--- config.mk ---
export PLATFORM = sky130hd
export DESIGN_NAME = execute_alu_odffs_pipe
export DESIGN_NICKNAME = d
export VERILOG_FILES = /design/src/rtl/execute_alu_odffs_pipe.sv
export SDC_FILE = /design/constraint.sdc
export NUM_CORES = 1
export LEC_CHECK = 0
export CAP_MARGIN = 20
export CORE_ASPECT_RATIO = 1.2
export CORE_MARGIN = 3
export CORE_UTILIZATION = 25
export CTS_CLUSTER_SIZE = 16
export DETAILED_ROUTE_END_ITERATION = 7
export PLACE_DENSITY = 0.55
export SLEW_MARGIN = 15
export SYNTH_ARGS = -nofsm -noshare
export SYNTH_HDL_FRONTEND = slang
export SYNTH_SLANG_ARGS = --single-unit
--- constraint.sdc ---
create_clock -name clk -period 1.95 [get_ports clk]
set_input_delay 0.39 -clock clk [delete_from_list [all_inputs] [get_ports clk]]
set_output_delay 0.39 -clock clk [all_outputs]
set_load 0.1 [all_outputs]
--- src/rtl/execute_alu_odffs_pipe.sv ---
`default_nettype none
// ============================================================================
// Module   : execute_alu_odffs_pipe
// Brief    : Elastic ALU writeback output stage. DEPTH register stages with a
//            valid/ready handshake, bubble collapsing, a global flush and
//            saturating commit-delay ageing while a packet is in flight.
//            Optional macro ODFFS_FID_FLUSH_EN adds a per-fetch-id flush.
// Revision : 1.0 - initial release
// ============================================================================
module execute_alu_odffs_pipe #(
  parameter int DEPTH    = 1,
  parameter int DATA_W   = 32,
  parameter int ROB_W    = 4,
  parameter int FID_W    = 8,
  parameter int CMTD_W   = 4,
  parameter int CMTD_AGE = 1
) (
  input  logic              clk,
  input  logic              resetn,
  input  logic              i_valid,
  output logic              o_ready,
  input  logic [ROB_W-1:0]  i_dst_rob,
  input  logic [FID_W-1:0]  i_fid,
  input  logic [DATA_W-1:0] i_result,
  input  logic [CMTD_W-1:0] i_cmtdelay,
`ifdef ODFFS_FID_FLUSH_EN
  input  logic              i_flush_fid_valid,
  input  logic [FID_W-1:0]  i_flush_fid,
`endif
  input  logic              i_flush,
  output logic              o_valid,
  input  logic              i_ready,
  output logic [ROB_W-1:0]  o_dst_rob,
  output logic [FID_W-1:0]  o_fid,
  output logic [DATA_W-1:0] o_result,
  output logic [CMTD_W-1:0] o_cmtdelay
);

  localparam logic [CMTD_W-1:0] CMTD_ONE = {{(CMTD_W-1){1'b0}}, 1'b1};

  // Stage state: valid bits are reset, payload registers are not.
  logic [DEPTH-1:0]  v;
  logic [DEPTH-1:0]  adv;
  logic [DEPTH-1:0]  kill;
  logic              kill_in;
  logic [ROB_W-1:0]  rob_q  [DEPTH];
  logic [FID_W-1:0]  fid_q  [DEPTH];
  logic [DATA_W-1:0] res_q  [DEPTH];
  logic [CMTD_W-1:0] cmtd_q [DEPTH];

  // One clock of ageing: saturating decrement, or identity when ageing is off.
  function automatic logic [CMTD_W-1:0] age(input logic [CMTD_W-1:0] c);
    if (CMTD_AGE == 0 || c == '0) return c;
    return c - CMTD_ONE;
  endfunction

  // Stage k may load when some stage from k to the output is empty or the
  // output is accepted: closed form of the bubble-collapsing ready chain.
  for (genvar k = 0; k < DEPTH; k++) begin : g_adv
    assign adv[k] = i_ready | ~(&v[DEPTH-1:k]);
  end

`ifdef ODFFS_FID_FLUSH_EN
  // Selective kill of in-flight and incoming packets carrying the flushed fid.
  for (genvar k = 0; k < DEPTH; k++) begin : g_fid_kill
    assign kill[k] = i_flush_fid_valid & (fid_q[k] == i_flush_fid);
  end
  assign kill_in = i_flush_fid_valid & (i_fid == i_flush_fid);
`else
  assign kill    = '0;
  assign kill_in = 1'b0;
`endif

  // Valid bits: clear on reset/flush, otherwise load from upstream or hold.
  // A killed stage simply loses its valid bit and becomes a bubble.
  always_ff @(posedge clk) begin
    if (!resetn || i_flush) begin
      v <= '0;
    end else begin
      v[0] <= adv[0] ? (i_valid & ~kill_in) : (v[0] & ~kill[0]);
      for (int k = 1; k < DEPTH; k++) begin
        v[k] <= adv[k] ? (v[k-1] & ~kill[k-1]) : (v[k] & ~kill[k]);
      end
    end
  end

  // Payload: load on advance, otherwise hold. Commit delay ages on every
  // clock in flight, both when moving and when stalled; the value entering
  // stage 0 is taken unmodified.
  always_ff @(posedge clk) begin
    if (adv[0]) begin
      rob_q[0]  <= i_dst_rob;
      fid_q[0]  <= i_fid;
      res_q[0]  <= i_result;
      cmtd_q[0] <= i_cmtdelay;
    end else begin
      cmtd_q[0] <= age(cmtd_q[0]);
    end
    for (int k = 1; k < DEPTH; k++) begin
      if (adv[k]) begin
        rob_q[k]  <= rob_q[k-1];
        fid_q[k]  <= fid_q[k-1];
        res_q[k]  <= res_q[k-1];
        cmtd_q[k] <= age(cmtd_q[k-1]);
      end else begin
        cmtd_q[k] <= age(cmtd_q[k]);
      end
    end
  end

  // A flush empties every stage, so the head can always accept in that cycle.
  assign o_ready    = adv[0] | i_flush;
  assign o_valid    = v[DEPTH-1];
  assign o_dst_rob  = rob_q[DEPTH-1];
  assign o_fid      = fid_q[DEPTH-1];
  assign o_result   = res_q[DEPTH-1];
  assign o_cmtdelay = cmtd_q[DEPTH-1];

endmodule
`default_nettype wire

==> flow_summary.json <==
{
  "outcome": "finished, final reports clean",
  "ys_top_cells_by_area": "edfxtp_1 90%, ha_1 1.6%, dfxtp_1 1.2%",
  "hold_viol_final": 0,
  "slew_violations": 0,
  "drcViolationCount": 0,
  "maxCapViolCount": 0,
  "clock_sinks": 49,
  "worstHoldPathCells": 1,
  "ys_warn_count": 0,
  "grt_pass1_vias": 1161,
  "syn_avg_cell_area_um2": 22.64,
  "cp.required_ps": 1560,
  "dieArea_um2": 7433,
  "start_util": 0.2624,
  "ant_nets": 0,
  "antenna_found_initial": 0,
  "portBuffers": 102,
  "critPathLaunchType": "input pin",
  "min_period_over_period": 0.9224,
  "grt_util_met3": 0.05182,
  "ys.flop_type": "edfxtp_1",
  "yosysMostFrequentCell": "edfxtp_1",
  "ctsResizeCount": 0,
  "power_leakage_nw": 1.118,
  "grt_use_met1": 0.1188,
  "arrival_ps": 1410,
  "worst_setup_path_end_kind": "output pin",
  "area_delta_synth_final_pct": 74.09,
  "track_usage": 0.1063,
  "grt_pass1_wl_um": 5871,
  "worstHoldPathType": "input pin to flop",
  "vias": 1048,
  "synthDistinctLibCells": 15,
  "clk_pin_slew_ps": 90,
  "cts_inserted_buffers": 5,
  "grt_busiest_layer": "met2",
  "syn-num-nets": 126,
  "hpwl_um": 3043,
  "vias_per_cell": 3.955,
  "wire_per_inst_um": 14.24,
  "setup_viol": 0,
  "relSlewSlack": 0.7995,
  "period_needed_ps": 1799,
  "yosys.area.top_type": "edfxtp_1",
  "grt-ovfl-total": 0,
  "synth_seq_area_share": 0.9089,
  "grt_max_degree": 25,
  "clock_latency_ps": 290,
  "finClkSkew_ps": 10.32,
  "synth_cells": 71,
  "pin_count": 103,
  "synth_top_cell_area_share": 0.8965,
  "diodes": 0,
  "gp_congestion": 0.7206,
  "cts_setup_buffers": 0,
  "synth_edf_count": 48,
  "ir_drop_uv": 392.1,
  "drive_gt1_frac": 0.3552,
  "rsz0062_at_grt": "no",
  "die_h_um": 93.85,
  "worst_pin_slew_ps": 300.8,
  "hold_buffers": 0,
  "cts-root-buf": "clkbuf_8",
  "dieWidth_um": 79.21,
  "ys_seq_elements": 49,
  "use_met2": 0.1728,
  "cp_max_fo": 3,
  "synth_common_cells": "48 x edfxtp_1, 5 x nand2_1, 3 x o21ai_0",
  "reg2reg_slack_ps": 670,
  "crit_type": "input pin to output pin",
  "netlist_area_um2": 1608,
  "drt-total-wl_um": 3774,
  "rr_worst_depth": 4,
  "final_nets": 237,
  "first_pass_iters": 4,
  "cts-htree-levels": 2,
  "tns_ps": 0,
  "core_area_um2": 6128,
  "powerDensity_nw_per_um2": 1013,
  "cts_tree": "done",
  "drt_iter0_drc": 72,
  "async_flop_share": 0,
  "rows": 31,
  "clock_path_buffers": 2,
  "power_mw": 2.836,
  "timing.fmax_ghz": 0.5560
}
-- where the power goes --
part           switching (mW)  leakage [nW]  internal, mW
combinational           0.544         0.537         0.193
clock                   0.327        0.0687         0.516
sequential             0.0291         0.512          1.23
total                   0.901          1.12          1.93
-- kinds of logic after synthesis --
| group | share of synthesized area |
|---|---|
| flip-flops | 0.9089 |
| AND/OR/NAND/NOR | 0.04203 |
| adder cells (fa/ha/maj) | 0.01556 |
| AO/OA/AOI/OAI | 0.01478 |
| buffers and inverters | 0.007781 |
| XOR/XNOR | 0.01090 |
-- metrics by stage --
| step | setup slack, ps | hold slack, ps | area [um2] | util | instances |
|---|---|---|---|---|---|
| 2_1_floorplan | 0.2748 | 466.1 | 1610 | - | 71 |
| 3_3_place_gp | 162.8 | 686.0 | 2661 | 0.4343 | 257 |
| 3_5_place_dp | 107.3 | 698.4 | 2661 | 0.4343 | 257 |
| 4_1_cts | 143.8 | 625.0 | 2799 | 0.4567 | 265 |
| 5_1_grt | 119.8 | 619.8 | 2799 | 0.4567 | 265 |
| 6_report | 151.3 | 639.7 | 2799 | 0.4567 | 265 |
-- flip-flops by register name (all words and copies together), names as in the netlist --
register	flops
res_q	32
fid_q	8
cmtd_q	4
rob_q	4
o_valid	1
-- path summary, 6_finish.rpt --
| kind | start | endpoint |
|---|---|---|
| worst min-delay path | i_result[5] | res_q[0][5] |
| worst max register to register | cmtd_q[0][0] | cmtd_q[0][2] |
| worst min register to register | cmtd_q[0][3] | cmtd_q[0][3] |
| worst max-delay path | i_ready | o_ready |
-- per-layer routing --
metal  routed length [um]  share of wire  vias up
met2                 1946           0.52       66
met1                 1329           0.35      486
met3                  437           0.12        6
met5                    0              0        -
li1                     -              -      490
met4                   61          0.016        0
-- placed cells by master, fill, tap and decap left out --
cell	Yosys	layout
buf_12	0	3
buf_4	0	50
bufinv_16	0	2
clkbuf_8	0	5
clkdlybuf4s50_1	0	52
dfxtp_1	1	1
edfxtp_1	48	48
ha_1	2	2
inv_1	2	2
inv_6	0	1
nand2_1	5	5
nand2b_4	1	1
nor2b_1	1	1
nor3_1	1	1
nor3_2	1	1
nor3b_1	1	1
o21ai_0	3	3
o21ai_2	1	1
or2_2	1	1
xnor2_1	2	2
-- worst max-delay path: stages --
cell and delay, ps:
clkdlybuf4s50_1 400, nand2b_4 140, or2_2 300, buf_12 170
-- area by class of cell --
type	count	area [um2]
repair buffers	105	955.9
well taps	82	102.6
clock buffers	5	68.82
clock inverters	3	68.82
fillers	568	3329
inverters	2	7.507
flip-flops and latches	49	1461
multi-input cells	19	133.9
Note: power is estimated with default switching activity, not from simulation.
